$ cat src/rtl/ctrl_pipe_if.sv
`default_nettype none
//============================================================================
// Module   : ctrl_pipe_if
// Brief    : D-stage instruction/hazard inputs and per-stage control outputs
//            exchanged between the datapath and ctrl_pipe.
// Revision : 1.0 - initial release
//============================================================================
interface ctrl_pipe_if #(
    parameter int ALUCTRL_W = 4
);
    logic [31:0]          InstrD;
    logic                 StallD;
    logic                 FlushE;

    logic                 RegWriteD, RegWriteE, RegWriteM, RegWriteW;
    logic                 MemtoRegD, MemtoRegE, MemtoRegM, MemtoRegW;
    logic                 MemWriteD, MemWriteE, MemWriteM;
    logic [ALUCTRL_W-1:0] ALUCtrlD, ALUCtrlE;
    logic                 ALUSrcD, ALUSrcE;
    logic [1:0]           RegDstD, RegDstE;
    logic                 LinkD, LinkE, LinkM, LinkW;
    logic                 JumpD, JumpRegD, BeqD, BneD, BgtzD;
    logic                 MdStartE, MdBusy, StallMD;
    logic                 ReservedD;

    modport master (
        output InstrD, StallD, FlushE,
        input  RegWriteD, RegWriteE, RegWriteM, RegWriteW,
        input  MemtoRegD, MemtoRegE, MemtoRegM, MemtoRegW,
        input  MemWriteD, MemWriteE, MemWriteM,
        input  ALUCtrlD, ALUCtrlE, ALUSrcD, ALUSrcE, RegDstD, RegDstE,
        input  LinkD, LinkE, LinkM, LinkW,
        input  JumpD, JumpRegD, BeqD, BneD, BgtzD,
        input  MdStartE, MdBusy, StallMD, ReservedD
    );

    modport slave (
        input  InstrD, StallD, FlushE,
        output RegWriteD, RegWriteE, RegWriteM, RegWriteW,
        output MemtoRegD, MemtoRegE, MemtoRegM, MemtoRegW,
        output MemWriteD, MemWriteE, MemWriteM,
        output ALUCtrlD, ALUCtrlE, ALUSrcD, ALUSrcE, RegDstD, RegDstE,
        output LinkD, LinkE, LinkM, LinkW,
        output JumpD, JumpRegD, BeqD, BneD, BgtzD,
        output MdStartE, MdBusy, StallMD, ReservedD
    );
endinterface
`default_nettype wire

$ cat src/rtl/ctrl_pipe.sv
`default_nettype none
//============================================================================
// Module   : ctrl_pipe
// Brief    : MIPS D-stage decoder with pipelined E/M/W control registers and
//            a mult/div busy sequencer (present only when CTRL_MD_EN defined).
// Revision : 1.0 - initial release
//============================================================================
module ctrl_pipe #(
    parameter int ALUCTRL_W   = 4,
    parameter int MULT_CYCLES = 5,
    parameter int DIV_CYCLES  = 10
) (
    input  wire logic   clk,
    input  wire logic   rst_n,
    ctrl_pipe_if.slave  bus
);

    generate
        if (ALUCTRL_W < 3) begin : g_badAluCtrlW
            $error("ctrl_pipe: ALUCTRL_W must be at least 3");
        end
        if (MULT_CYCLES < 1 || MULT_CYCLES > 15) begin : g_badMultCycles
            $error("ctrl_pipe: MULT_CYCLES must be in 1..15");
        end
        if (DIV_CYCLES < 1 || DIV_CYCLES > 15) begin : g_badDivCycles
            $error("ctrl_pipe: DIV_CYCLES must be in 1..15");
        end
    endgenerate

    localparam logic [5:0] c_OP_SPECIAL = 6'h00;
    localparam logic [5:0] c_OP_J       = 6'h02;
    localparam logic [5:0] c_OP_JAL     = 6'h03;
    localparam logic [5:0] c_OP_BEQ     = 6'h04;
    localparam logic [5:0] c_OP_BNE     = 6'h05;
    localparam logic [5:0] c_OP_BGTZ    = 6'h07;
    localparam logic [5:0] c_OP_ADDI    = 6'h08;
    localparam logic [5:0] c_OP_ADDIU   = 6'h09;
    localparam logic [5:0] c_OP_ORI     = 6'h0D;
    localparam logic [5:0] c_OP_LUI     = 6'h0F;
    localparam logic [5:0] c_OP_LW      = 6'h23;
    localparam logic [5:0] c_OP_SW      = 6'h2B;

    localparam logic [5:0] c_FN_JR      = 6'h08;
    localparam logic [5:0] c_FN_ADD     = 6'h20;
    localparam logic [5:0] c_FN_ADDU    = 6'h21;
    localparam logic [5:0] c_FN_SUB     = 6'h22;
    localparam logic [5:0] c_FN_SUBU    = 6'h23;
    localparam logic [5:0] c_FN_AND     = 6'h24;
    localparam logic [5:0] c_FN_OR      = 6'h25;
    localparam logic [5:0] c_FN_SLT     = 6'h2A;
`ifdef CTRL_MD_EN
    localparam logic [5:0] c_FN_MFHI    = 6'h10;
    localparam logic [5:0] c_FN_MTHI    = 6'h11;
    localparam logic [5:0] c_FN_MFLO    = 6'h12;
    localparam logic [5:0] c_FN_MTLO    = 6'h13;
    localparam logic [5:0] c_FN_MULT    = 6'h18;
    localparam logic [5:0] c_FN_MULTU   = 6'h19;
    localparam logic [5:0] c_FN_DIV     = 6'h1A;
    localparam logic [5:0] c_FN_DIVU    = 6'h1B;
`endif

    localparam logic [ALUCTRL_W-1:0] c_ALU_ADD = ALUCTRL_W'(0);
    localparam logic [ALUCTRL_W-1:0] c_ALU_SUB = ALUCTRL_W'(1);
    localparam logic [ALUCTRL_W-1:0] c_ALU_OR  = ALUCTRL_W'(2);
    localparam logic [ALUCTRL_W-1:0] c_ALU_LUI = ALUCTRL_W'(3);
    localparam logic [ALUCTRL_W-1:0] c_ALU_AND = ALUCTRL_W'(4);
    localparam logic [ALUCTRL_W-1:0] c_ALU_SLT = ALUCTRL_W'(5);

    // Fields that travel into the E stage register.
    typedef struct packed {
        logic                 regWrite;
        logic                 memtoReg;
        logic                 memWrite;
        logic [ALUCTRL_W-1:0] aluCtrl;
        logic                 aluSrc;
        logic [1:0]           regDst;
        logic                 link;
    } ctrlE_t;

    logic [5:0] w_op;
    logic [5:0] w_funct;
    logic [4:0] w_rt;
    logic       w_unused;
    ctrlE_t     w_ctrlD;
    logic       w_jump, w_jumpReg, w_beq, w_bne, w_bgtz, w_reserved;
`ifdef CTRL_MD_EN
    logic       w_mdOpD, w_mdDivD, w_mdGroupD;
`endif

    assign w_op     = bus.InstrD[31:26];
    assign w_funct  = bus.InstrD[5:0];
    assign w_rt     = bus.InstrD[20:16];
    assign w_unused = ^bus.InstrD;

    always_comb begin
        w_ctrlD    = '0;
        w_jump     = 1'b0;
        w_jumpReg  = 1'b0;
        w_beq      = 1'b0;
        w_bne      = 1'b0;
        w_bgtz     = 1'b0;
        w_reserved = 1'b0;
`ifdef CTRL_MD_EN
        w_mdOpD    = 1'b0;
        w_mdDivD   = 1'b0;
        w_mdGroupD = 1'b0;
`endif
        case (w_op)
            c_OP_SPECIAL: begin
                case (w_funct)
                    c_FN_ADD, c_FN_ADDU: begin
                        w_ctrlD.regWrite = 1'b1;
                        w_ctrlD.regDst   = 2'd1;
                        w_ctrlD.aluCtrl  = c_ALU_ADD;
                    end
                    c_FN_SUB, c_FN_SUBU: begin
                        w_ctrlD.regWrite = 1'b1;
                        w_ctrlD.regDst   = 2'd1;
                        w_ctrlD.aluCtrl  = c_ALU_SUB;
                    end
                    c_FN_AND: begin
                        w_ctrlD.regWrite = 1'b1;
                        w_ctrlD.regDst   = 2'd1;
                        w_ctrlD.aluCtrl  = c_ALU_AND;
                    end
                    c_FN_OR: begin
                        w_ctrlD.regWrite = 1'b1;
                        w_ctrlD.regDst   = 2'd1;
                        w_ctrlD.aluCtrl  = c_ALU_OR;
                    end
                    c_FN_SLT: begin
                        w_ctrlD.regWrite = 1'b1;
                        w_ctrlD.regDst   = 2'd1;
                        w_ctrlD.aluCtrl  = c_ALU_SLT;
                    end
                    c_FN_JR: w_jumpReg = 1'b1;
`ifdef CTRL_MD_EN
                    c_FN_MULT, c_FN_MULTU: begin
                        w_mdOpD    = 1'b1;
                        w_mdGroupD = 1'b1;
                    end
                    c_FN_DIV, c_FN_DIVU: begin
                        w_mdOpD    = 1'b1;
                        w_mdDivD   = 1'b1;
                        w_mdGroupD = 1'b1;
                    end
                    c_FN_MFHI, c_FN_MFLO: begin
                        w_ctrlD.regWrite = 1'b1;
                        w_ctrlD.regDst   = 2'd1;
                        w_mdGroupD       = 1'b1;
                    end
                    c_FN_MTHI, c_FN_MTLO: w_mdGroupD = 1'b1;
`endif
                    default: w_reserved = 1'b1;
                endcase
            end
            c_OP_ORI: begin
                w_ctrlD.regWrite = 1'b1;
                w_ctrlD.aluSrc   = 1'b1;
                w_ctrlD.aluCtrl  = c_ALU_OR;
            end
            c_OP_LUI: begin
                w_ctrlD.regWrite = 1'b1;
                w_ctrlD.aluSrc   = 1'b1;
                w_ctrlD.aluCtrl  = c_ALU_LUI;
            end
            c_OP_ADDI, c_OP_ADDIU: begin
                w_ctrlD.regWrite = 1'b1;
                w_ctrlD.aluSrc   = 1'b1;
            end
            c_OP_LW: begin
                w_ctrlD.regWrite = 1'b1;
                w_ctrlD.memtoReg = 1'b1;
                w_ctrlD.aluSrc   = 1'b1;
            end
            c_OP_SW: begin
                w_ctrlD.memWrite = 1'b1;
                w_ctrlD.aluSrc   = 1'b1;
            end
            c_OP_BEQ: begin
                w_beq           = 1'b1;
                w_ctrlD.aluCtrl = c_ALU_SUB;
            end
            c_OP_BNE: begin
                w_bne           = 1'b1;
                w_ctrlD.aluCtrl = c_ALU_SUB;
            end
            // bgtz with a non-zero rt field is not a legal encoding.
            c_OP_BGTZ: begin
                if (w_rt == 5'd0) w_bgtz     = 1'b1;
                else              w_reserved = 1'b1;
            end
            c_OP_J:  w_jump = 1'b1;
            c_OP_JAL: begin
                w_jump           = 1'b1;
                w_ctrlD.regWrite = 1'b1;
                w_ctrlD.regDst   = 2'd2;
                w_ctrlD.link     = 1'b1;
            end
            default: w_reserved = 1'b1;
        endcase
    end

    ctrlE_t r_ctrlE;
    logic   r_regWriteM, r_memtoRegM, r_memWriteM, r_linkM;
    logic   r_regWriteW, r_memtoRegW, r_linkW;
`ifdef CTRL_MD_EN
    logic   r_mdOpE, r_mdDivE;
`endif

    always_ff @(posedge clk or negedge rst_n) begin
        if (!rst_n) begin
            r_ctrlE  <= '0;
`ifdef CTRL_MD_EN
            r_mdOpE  <= 1'b0;
            r_mdDivE <= 1'b0;
`endif
        end else if (bus.StallD | bus.FlushE) begin
            r_ctrlE  <= '0;
`ifdef CTRL_MD_EN
            r_mdOpE  <= 1'b0;
            r_mdDivE <= 1'b0;
`endif
        end else begin
            r_ctrlE  <= w_ctrlD;
`ifdef CTRL_MD_EN
            r_mdOpE  <= w_mdOpD;
            r_mdDivE <= w_mdDivD;
`endif
        end
    end

    always_ff @(posedge clk or negedge rst_n) begin
        if (!rst_n) begin
            r_regWriteM <= 1'b0;
            r_memtoRegM <= 1'b0;
            r_memWriteM <= 1'b0;
            r_linkM     <= 1'b0;
            r_regWriteW <= 1'b0;
            r_memtoRegW <= 1'b0;
            r_linkW     <= 1'b0;
        end else begin
            r_regWriteM <= r_ctrlE.regWrite;
            r_memtoRegM <= r_ctrlE.memtoReg;
            r_memWriteM <= r_ctrlE.memWrite;
            r_linkM     <= r_ctrlE.link;
            r_regWriteW <= r_regWriteM;
            r_memtoRegW <= r_memtoRegM;
            r_linkW     <= r_linkM;
        end
    end

`ifdef CTRL_MD_EN
    typedef enum logic [0:0] {
        S_IDLE = 1'b0,
        S_BUSY = 1'b1
    } mdState_t;

    localparam logic [3:0] c_MULT_CNT = 4'(MULT_CYCLES);
    localparam logic [3:0] c_DIV_CNT  = 4'(DIV_CYCLES);

    mdState_t   r_mdState, w_mdStateNext;
    logic [3:0] r_mdCount, w_mdCountNext;
    logic       w_mdStart;

    always_ff @(posedge clk or negedge rst_n) begin
        if (!rst_n) begin
            r_mdState <= S_IDLE;
            r_mdCount <= 4'd0;
        end else begin
            r_mdState <= w_mdStateNext;
            r_mdCount <= w_mdCountNext;
        end
    end

    // An op in E is only accepted from IDLE; the stall request guarantees a
    // bubble follows it, so it is never seen twice.
    always_comb begin
        w_mdStateNext = r_mdState;
        w_mdCountNext = r_mdCount;
        w_mdStart     = 1'b0;
        case (r_mdState)
            S_IDLE: begin
                if (r_mdOpE) begin
                    w_mdStart     = 1'b1;
                    w_mdStateNext = S_BUSY;
                    w_mdCountNext = r_mdDivE ? c_DIV_CNT : c_MULT_CNT;
                end
            end
            S_BUSY: begin
                w_mdCountNext = r_mdCount - 4'd1;
                if (r_mdCount == 4'd1) w_mdStateNext = S_IDLE;
            end
            default: w_mdStateNext = S_IDLE;
        endcase
    end

    assign bus.MdStartE = w_mdStart;
    assign bus.MdBusy   = (r_mdState == S_BUSY);
    assign bus.StallMD  = w_mdGroupD & ((r_mdState == S_BUSY) | w_mdStart);
`else
    assign bus.MdStartE = 1'b0;
    assign bus.MdBusy   = 1'b0;
    assign bus.StallMD  = 1'b0;
`endif

    assign bus.RegWriteD = w_ctrlD.regWrite;
    assign bus.MemtoRegD = w_ctrlD.memtoReg;
    assign bus.MemWriteD = w_ctrlD.memWrite;
    assign bus.ALUCtrlD  = w_ctrlD.aluCtrl;
    assign bus.ALUSrcD   = w_ctrlD.aluSrc;
    assign bus.RegDstD   = w_ctrlD.regDst;
    assign bus.LinkD     = w_ctrlD.link;
    assign bus.JumpD     = w_jump;
    assign bus.JumpRegD  = w_jumpReg;
    assign bus.BeqD      = w_beq;
    assign bus.BneD      = w_bne;
    assign bus.BgtzD     = w_bgtz;
    assign bus.ReservedD = w_reserved;

    assign bus.RegWriteE = r_ctrlE.regWrite;
    assign bus.MemtoRegE = r_ctrlE.memtoReg;
    assign bus.MemWriteE = r_ctrlE.memWrite;
    assign bus.ALUCtrlE  = r_ctrlE.aluCtrl;
    assign bus.ALUSrcE   = r_ctrlE.aluSrc;
    assign bus.RegDstE   = r_ctrlE.regDst;
    assign bus.LinkE     = r_ctrlE.link;

    assign bus.RegWriteM = r_regWriteM;
    assign bus.MemtoRegM = r_memtoRegM;
    assign bus.MemWriteM = r_memWriteM;
    assign bus.LinkM     = r_linkM;
    assign bus.RegWriteW = r_regWriteW;
    assign bus.MemtoRegW = r_memtoRegW;
    assign bus.LinkW     = r_linkW;

endmodule
`default_nettype wire

$ cat src/flat_wrapper.sv
// flat-port wrapper written by rule: the top's interface ports become plain ports
module ctrl_pipe_flat 
#(
    parameter int ALUCTRL_W   = 4,
    parameter int MULT_CYCLES = 5,
    parameter int DIV_CYCLES  = 10
)
  (clk, rst_n, bus_InstrD, bus_StallD, bus_FlushE, bus_RegWriteD, bus_RegWriteE, bus_RegWriteM, bus_RegWriteW, bus_MemtoRegD, bus_MemtoRegE, bus_MemtoRegM, bus_MemtoRegW, bus_MemWriteD, bus_MemWriteE, bus_MemWriteM, bus_ALUCtrlD, bus_ALUCtrlE, bus_ALUSrcD, bus_ALUSrcE, bus_RegDstD, bus_RegDstE, bus_LinkD, bus_LinkE, bus_LinkM, bus_LinkW, bus_JumpD, bus_JumpRegD, bus_BeqD, bus_BneD, bus_BgtzD, bus_MdStartE, bus_MdBusy, bus_StallMD, bus_ReservedD);
  ctrl_pipe_if #(.ALUCTRL_W(ALUCTRL_W)) bus_i ();
  input  wire logic clk;
  input  wire logic rst_n;
  input wire logic [$bits(bus_i.InstrD)-1:0] bus_InstrD;
  input wire logic [$bits(bus_i.StallD)-1:0] bus_StallD;
  input wire logic [$bits(bus_i.FlushE)-1:0] bus_FlushE;
  output wire logic [$bits(bus_i.RegWriteD)-1:0] bus_RegWriteD;
  output wire logic [$bits(bus_i.RegWriteE)-1:0] bus_RegWriteE;
  output wire logic [$bits(bus_i.RegWriteM)-1:0] bus_RegWriteM;
  output wire logic [$bits(bus_i.RegWriteW)-1:0] bus_RegWriteW;
  output wire logic [$bits(bus_i.MemtoRegD)-1:0] bus_MemtoRegD;
  output wire logic [$bits(bus_i.MemtoRegE)-1:0] bus_MemtoRegE;
  output wire logic [$bits(bus_i.MemtoRegM)-1:0] bus_MemtoRegM;
  output wire logic [$bits(bus_i.MemtoRegW)-1:0] bus_MemtoRegW;
  output wire logic [$bits(bus_i.MemWriteD)-1:0] bus_MemWriteD;
  output wire logic [$bits(bus_i.MemWriteE)-1:0] bus_MemWriteE;
  output wire logic [$bits(bus_i.MemWriteM)-1:0] bus_MemWriteM;
  output wire logic [$bits(bus_i.ALUCtrlD)-1:0] bus_ALUCtrlD;
  output wire logic [$bits(bus_i.ALUCtrlE)-1:0] bus_ALUCtrlE;
  output wire logic [$bits(bus_i.ALUSrcD)-1:0] bus_ALUSrcD;
  output wire logic [$bits(bus_i.ALUSrcE)-1:0] bus_ALUSrcE;
  output wire logic [$bits(bus_i.RegDstD)-1:0] bus_RegDstD;
  output wire logic [$bits(bus_i.RegDstE)-1:0] bus_RegDstE;
  output wire logic [$bits(bus_i.LinkD)-1:0] bus_LinkD;
  output wire logic [$bits(bus_i.LinkE)-1:0] bus_LinkE;
  output wire logic [$bits(bus_i.LinkM)-1:0] bus_LinkM;
  output wire logic [$bits(bus_i.LinkW)-1:0] bus_LinkW;
  output wire logic [$bits(bus_i.JumpD)-1:0] bus_JumpD;
  output wire logic [$bits(bus_i.JumpRegD)-1:0] bus_JumpRegD;
  output wire logic [$bits(bus_i.BeqD)-1:0] bus_BeqD;
  output wire logic [$bits(bus_i.BneD)-1:0] bus_BneD;
  output wire logic [$bits(bus_i.BgtzD)-1:0] bus_BgtzD;
  output wire logic [$bits(bus_i.MdStartE)-1:0] bus_MdStartE;
  output wire logic [$bits(bus_i.MdBusy)-1:0] bus_MdBusy;
  output wire logic [$bits(bus_i.StallMD)-1:0] bus_StallMD;
  output wire logic [$bits(bus_i.ReservedD)-1:0] bus_ReservedD;
  assign bus_i.InstrD = bus_InstrD;
  assign bus_i.StallD = bus_StallD;
  assign bus_i.FlushE = bus_FlushE;
  assign bus_RegWriteD = bus_i.RegWriteD;
  assign bus_RegWriteE = bus_i.RegWriteE;
  assign bus_RegWriteM = bus_i.RegWriteM;
  assign bus_RegWriteW = bus_i.RegWriteW;
  assign bus_MemtoRegD = bus_i.MemtoRegD;
  assign bus_MemtoRegE = bus_i.MemtoRegE;
  assign bus_MemtoRegM = bus_i.MemtoRegM;
  assign bus_MemtoRegW = bus_i.MemtoRegW;
  assign bus_MemWriteD = bus_i.MemWriteD;
  assign bus_MemWriteE = bus_i.MemWriteE;
  assign bus_MemWriteM = bus_i.MemWriteM;
  assign bus_ALUCtrlD = bus_i.ALUCtrlD;
  assign bus_ALUCtrlE = bus_i.ALUCtrlE;
  assign bus_ALUSrcD = bus_i.ALUSrcD;
  assign bus_ALUSrcE = bus_i.ALUSrcE;
  assign bus_RegDstD = bus_i.RegDstD;
  assign bus_RegDstE = bus_i.RegDstE;
  assign bus_LinkD = bus_i.LinkD;
  assign bus_LinkE = bus_i.LinkE;
  assign bus_LinkM = bus_i.LinkM;
  assign bus_LinkW = bus_i.LinkW;
  assign bus_JumpD = bus_i.JumpD;
  assign bus_JumpRegD = bus_i.JumpRegD;
  assign bus_BeqD = bus_i.BeqD;
  assign bus_BneD = bus_i.BneD;
  assign bus_BgtzD = bus_i.BgtzD;
  assign bus_MdStartE = bus_i.MdStartE;
  assign bus_MdBusy = bus_i.MdBusy;
  assign bus_StallMD = bus_i.StallMD;
  assign bus_ReservedD = bus_i.ReservedD;
  ctrl_pipe #(.ALUCTRL_W(ALUCTRL_W), .MULT_CYCLES(MULT_CYCLES), .DIV_CYCLES(DIV_CYCLES)) u_core (.clk(clk), .rst_n(rst_n), .bus(bus_i));
endmodule
$ cat config.mk
export PLATFORM = sky130hd
export DESIGN_NAME = ctrl_pipe_flat
export DESIGN_NICKNAME = d
export VERILOG_FILES = /design/src/rtl/ctrl_pipe_if.sv /design/src/rtl/ctrl_pipe.sv /design/src/flat_wrapper.sv
export SDC_FILE = /design/constraint.sdc
export NUM_CORES = 1
export LEC_CHECK = 0
export CAP_MARGIN = 20
export CORE_MARGIN = 5
export CORE_UTILIZATION = 30
export CTS_CLUSTER_SIZE = 14
export DETAILED_ROUTE_END_ITERATION = 12
export HOLD_SLACK_MARGIN = 0.12
export PLACE_DENSITY = 0.76
export SYNTH_ARGS = -nofsm -noshare
export SYNTH_HDL_FRONTEND = slang
export SYNTH_SLANG_ARGS = --single-unit
$ cat constraint.sdc
create_clock -name clk -period 2 [get_ports clk]
set_input_delay 0.2 -clock clk [delete_from_list [all_inputs] [get_ports clk]]
set_output_delay 0.2 -clock clk [all_outputs]
set_load 0.03 [all_outputs]
==> flow_summary.toml, run 1 <==
[power_and_ir_drop]
ir_drop_v = 0.000150
power_density_nw_per_um2 = 427
intPower_w = 0.000512
p_switching_w = 0.000194
p_leak_nw = 0.744
combPwrFrac_pct = 26.9
clkPwrFrac_pct = 24.0
power_frac_seq_pct = 49.0
p_sw_share_pct = 27.5

[detailed_routing]
ant_nets = 0
drcViolationCount = 0
finalWirelength_um = 2710
vias = 988
routedWlPerCell_um = 12.5
dr.pass1.iters = 4
drt_iter0_drc = 36
viasPerCell = 4.57

[synthesis]
post-synth-top-area-fraction_pct = 44.3
synth_xor_area_share_pct = 0
synth_compound_area_share_pct = 9.78
synth_cell_types = 31
yosys.area.top_type = "dfrtp_1"
synth_fa_ha_area_share_pct = 0
synthMuxAreaShare_pct = 0
syn-cell-area_um2 = 960
ys_seq_area_share_pct = 44.3
synth-simple-area-share_pct = 34.8
postSynthAreaPerCell_um2 = 8.97
ys_seq_elements = 17
synth_area_leaders = "dfrtp_1 44%, nor3_1 6.3%, buf_4 3.9%"
syn_inst = 107
synth_top_family_by_area = "simple AND/OR/NAND/NOR gates"
yosysWarnings = 0

[worst_setup_path]
crit_type = "input pin to output pin"
crit_slowest_cell = "or4_4"
critPathTopFamily = "simple AND/OR/NAND/NOR gates"
crit_path_start_kind = "input pin"
end_kind = "output pin"
ff2ff_setup_slack_ns = 1.50
crit_path_frequent_cell = "or3_4"
crit_chain = "buf_2, or3_4, or4_4, or3_4, nand2_4, buf_6"
slowest_delay_ns = 0.44
worstPathMaxFanout = 2
arrival_ns = 1.75
critPathRequiredTime_ns = 1.80
path_buf_inv = 2

[floorplan]
ioPinCount = 74
die-area_um2 = 4430
dieWidth_um = 66.6
rows = 20
core_area_um2 = 3050
die_h_um = 66.6
start_util_pct = 31.4

[global_routing]
grt_pass1_vias = 980
grt_overflow = 0
grt_max_degree = 18
grt_pass1_wl_um = 4370
antenna_found_initial = 0
grt.total_usage_pct = 12.4

[sta]
tightest_slew_ns = 0.702
fin_crit_sh_pct = 97.7
fmax_mhz = 512
setup_viol = 0
hold_viol = 0
rsz0062_at_grt = "no"
skew_ns = 0.000304
slew_headroom_pct = 53.1
drv_slew = 0
setup_ws_ns = 0.0462
tns_ns = 0
period_needed_ns = 1.95

[clocking]
clkSlewWorstSetupHoldPaths_ns = 0.09
cts_hold_repair.buffers = 0
postCtsSetupRepairBufs = 0
ctsHtreeMaxLevel = 1
numCtsBuffers = 3
clockBufferDepth = 2
clock-root-buffer = "clkbuf_4"
insertion_delay_ns = 0.27
cts_tree = "done"
cts_num_sinks = 17

[cells_and_area]
finalNonFillerCells = 216
drive_above_1_share_pct = 31.4
final_common_cell = "clkdlybuf4s50_1"
fin_nets = 209
final_cell_mix = "32 x clkdlybuf4s50_1, 29 x buf_4, 17 x dfrtp_1"
num_antenna_cells = 0
syn_to_final_growth_pct = 72.4
n_fill_cell = 289
largest_register_ffs = 3

[placement]
hpwl_um = 2330
port_buffers = 53
post-place-ws_ns = -0.308
numPlacedInstances = 212
globalplace.congestion = 0.809

[min_path]
hold_path_class = "input pin to flip-flop"

[status]
status = "completed"

[job]
maxCapViolCount = 0
[power by group through the flow]
stage	combinational (W)	clock, W	sequential, W
after floorplan	0.0000896	0	0.000358
after global placement	0.000180	0	0.000353
after detailed placement	0.000185	0	0.000353
after CTS	0.000189	0.000179	0.000346
after global routing	0.000207	0.000187	0.000347
final	0.000190	0.000170	0.000346
[stage by stage]
step / total power (W) / hold WS (ns) / utilization [%] / area, µm²
CTS: 0.000714 / 0.248 / 53.7 / 1640
global route: 0.000740 / 0.282 / 54.2 / 1650
finish: 0.000706 / 0.276 / 54.2 / 1650
global placement: 0.000533 / 0.359 / 52.0 / 1590
detailed placement: 0.000538 / 0.359 / 52.0 / 1590
floorplan: 0.000447 / -0.0956 / - / 993
[per-layer routing]
layer | wire, µm | vias up | track usage, % | share of wire (%)
li1 | - | 494 | - | -
met1 | 1090 | 455 | 14.7 | 40
met2 | 1400 | 37 | 22.3 | 52
met3 | 195 | 2 | 2.36 | 7.2
met4 | 14 | 0 | 3.81 | 0.52
met5 | 0 | - | 0 | 0
[cell usage after synthesis]
| cell type | n |
|---|---|
| dfrtp_1 | 17 |
| nor3_1 | 12 |
| nor2_1 | 10 |
| nand2_1 | 8 |
| nand3_1 | 6 |
| buf_4 | 5 |
| clkbuf_1 | 4 |
| nor2b_1 | 4 |
| a221oi_1 | 3 |
| and2_1 | 3 |
| buf_6 | 3 |
| inv_1 | 3 |
| nand2b_1 | 3 |
| a21oi_1 | 2 |
| and3b_1 | 2 |
| nand4_1 | 2 |
| nor4_1 | 2 |
| nor4b_1 | 2 |
| o21ai_0 | 2 |
| or2_2 | 2 |
| or3_4 | 2 |
| a21o_1 | 1 |
| a21oi_2 | 1 |
| a32oi_1 | 1 |
| buf_2 | 1 |
| conb_1 | 1 |
| nand3b_1 | 1 |
| o211ai_1 | 1 |
| o221ai_1 | 1 |
| o22ai_1 | 1 |
| or4_4 | 1 |
[final cells by class]
type / count / area (µm²) / share of cell area, %
tap: 44 / 55.1 / 3.33
sequential: 17 / 425 / 25.7
clock buffer: 4 / 26.3 / 1.59
timing repair buffer: 70 / 632 / 38.2
inverter: 3 / 11.3 / 0.681
multi-input combinational: 78 / 504 / 30.5
[path summary, 6_finish.rpt]
kind,startpoint,end,depth (start not counted)
max in group asynchronous,rst_n,u_core.bus.RegWriteM,1
worst min-delay path,bus_InstrD[29],u_core.bus.MemtoRegE,3
worst min register to register,u_core.bus.MemtoRegM,u_core.bus.MemtoRegW,0
min in group asynchronous,rst_n,u_core.bus.LinkW,1
worst max register to register,u_core.bus.RegWriteE,u_core.bus.RegWriteM,0
worst max-delay path,bus_InstrD[29],bus_ALUCtrlD[0],6
[worst min-delay path: cells and delay by family]
kind / cells / cell delay (ns)
AND/OR/NAND/NOR: 1 / 0.06
buffers and inverters: 2 / 0.25
[timing repair]
| item | in CTS | in global routing |
|---|---|---|
| gates resized for setup | 17 | 6 |
| hold endpoints to repair | 0 | 0 |
| pin swaps | 3 | 2 |
| endpoints found under the setup margin | 7 | 3 |
[logic make-up after synthesis]
family,after synthesis
simple gates,60
compound gates,13
other cells,1
buf+inv,16
flops,17
Note: power is estimated with default switching activity, not from simulation.
==> run 2, diff against run 1 <==
--- a/config.mk
+++ b/config.mk
@@ -11,6 +11,7 @@
 export CTS_CLUSTER_SIZE = 14
 export DETAILED_ROUTE_END_ITERATION = 12
 export HOLD_SLACK_MARGIN = 0.12
+export MAX_ROUTING_LAYER = met4
 export PLACE_DENSITY = 0.76
 export SYNTH_ARGS = -nofsm -noshare
 export SYNTH_HDL_FRONTEND = slang
==> flow_summary.toml, run 2 (synthesis results as in run 1) <==
[floorplan]
core_area_um2 = 3050
die-area_um2 = 4430
ioPinCount = 74
dieWidth_um = 66.6
start_util_pct = 31.4
rows = 20
die_h_um = 66.6

[sta]
rsz0062_at_grt = "no"
slew_headroom_pct = 53.1
tightest_slew_ns = 0.702
hold_slack_ns = 0.276
fin_crit_sh_pct = 97.7
fmax_mhz = 512
setup_viol = 0
hold_viol = 0
period_needed_ns = 1.95
skew_ns = 0.000304
drv_slew = 0

[min_path]
hold_path_class = "input pin to flip-flop"
min_from = "bus_InstrD[29]"

[placement]
globalplace.congestion = 0.821
port_buffers = 53
hpwl_um = 2330
placed_area_um2 = 1590

[detailed_routing]
dr.pass1.iters = 4
drt_iter0_drc = 34
viasPerCell = 4.57
finalWirelength_um = 2710
routedWlPerCell_um = 12.5
drcViolationCount = 0
ant_nets = 0
vias = 988

[cells_and_area]
largest_register_ffs = 3
num_antenna_cells = 0
fin_nets = 209
final_common_cell = "clkdlybuf4s50_1"
drive_above_1_share_pct = 31.4
stdcell_area_um2 = 1650
syn_to_final_growth_pct = 72.4
final-seq-area_um2 = 425
final_cell_mix = "32 x clkdlybuf4s50_1, 29 x buf_4, 17 x dfrtp_1"
n_fill_cell = 289
multiInputGateArea_um2 = 504

[worst_setup_path]
r2r-start = "u_core.bus.RegWriteE"
arrival_ns = 1.75
critPathRequiredTime_ns = 1.80
crit_path_start_kind = "input pin"
crit_start = "bus_InstrD[29]"
worstPathMaxFanout = 2
crit_type = "input pin to output pin"
end_kind = "output pin"

[global_routing]
grt.total_usage_pct = 12.7
grt_pass1_vias = 979
grt_overflow = 0
grt_pass1_wl_um = 4380
grt_max_degree = 18
antenna_found_initial = 0

[clocking]
clkSlewWorstSetupHoldPaths_ns = 0.09
cts_tree = "done"
clockBufferDepth = 2
insertion_delay_ns = 0.27
cts_num_sinks = 17
ctsHtreeMaxLevel = 1
numCtsBuffers = 3
clock-root-buffer = "clkbuf_4"

[power_and_ir_drop]
power_density_nw_per_um2 = 427
p_total_w = 0.000706
ir_drop_v = 0.000150
p_leak_nw = 0.744

[status]
status = "completed"

[job]
maxCapViolCount = 0
## run 2: path summary, 6_finish.rpt
kind,endpoint,slack (ns),cells past startpoint
max in group asynchronous,u_core.bus.RegWriteM,1.22,1
min reg2reg,u_core.bus.MemtoRegW,0.38,0
max,bus_ALUCtrlD[0],0.05,6
max reg2reg,u_core.bus.RegWriteM,1.50,0
min,u_core.bus.MemtoRegE,0.28,3
min in group asynchronous,u_core.bus.LinkW,0.34,1
## run 2: repair_timing
action                                  CTS  global route
gates resized for setup                  17             6
gates cloned                              0             0
pin swaps                                 3             2
hold buffers                              0             0
buffers inserted                          0             0
endpoints found under the setup margin    7             3
## run 2: layer usage
layer | wire [µm] | global-route usage [%] | vias up
met5 | 0 | - | -
met4 | 13 | 3.81 | 0
met3 | 186 | 2.19 | 2
met2 | 1400 | 22.3 | 37
met1 | 1100 | 14.8 | 455
li1 | - | - | 494
## run 2: layout make-up
type	instances	area share, %
inverters	3	0.681
well taps	44	3.33
repair buffers	70	38.2
flip-flops and latches	17	25.7
clock buffers	4	1.59
multi-input cells	78	30.5
## run 2: critical path, cell delays in order
cell,delay [ns]
buf_2,0.11
or3_4,0.39
or4_4,0.44
or3_4,0.42
nand2_4,0.06
buf_6,0.13
## run 2: power breakdown
group / switching (W) / internal (W) / total (W)
Combinational: 0.000101 / 0.0000893 / 0.000190
Sequential: 0.000000744 / 0.000346 / 0.000346
Clock: 0.0000925 / 0.0000773 / 0.000170
Total: 0.000194 / 0.000512 / 0.000706
## run 2: stage by stage
| step | setup TNS (ns) | cells | utilization (%) | worst slack, ns |
|---|---|---|---|---|
| floorplan | -0.332 | 111 | - | -0.120 |
| global placement | -1.69 | 212 | 52.0 | -0.280 |
| detailed placement | -1.95 | 212 | 52.0 | -0.308 |
| CTS | 0 | 216 | 53.7 | 0.00561 |
| global route | 0 | 216 | 54.2 | 0.00243 |
| finish | 0 | 216 | 54.2 | 0.0462 |
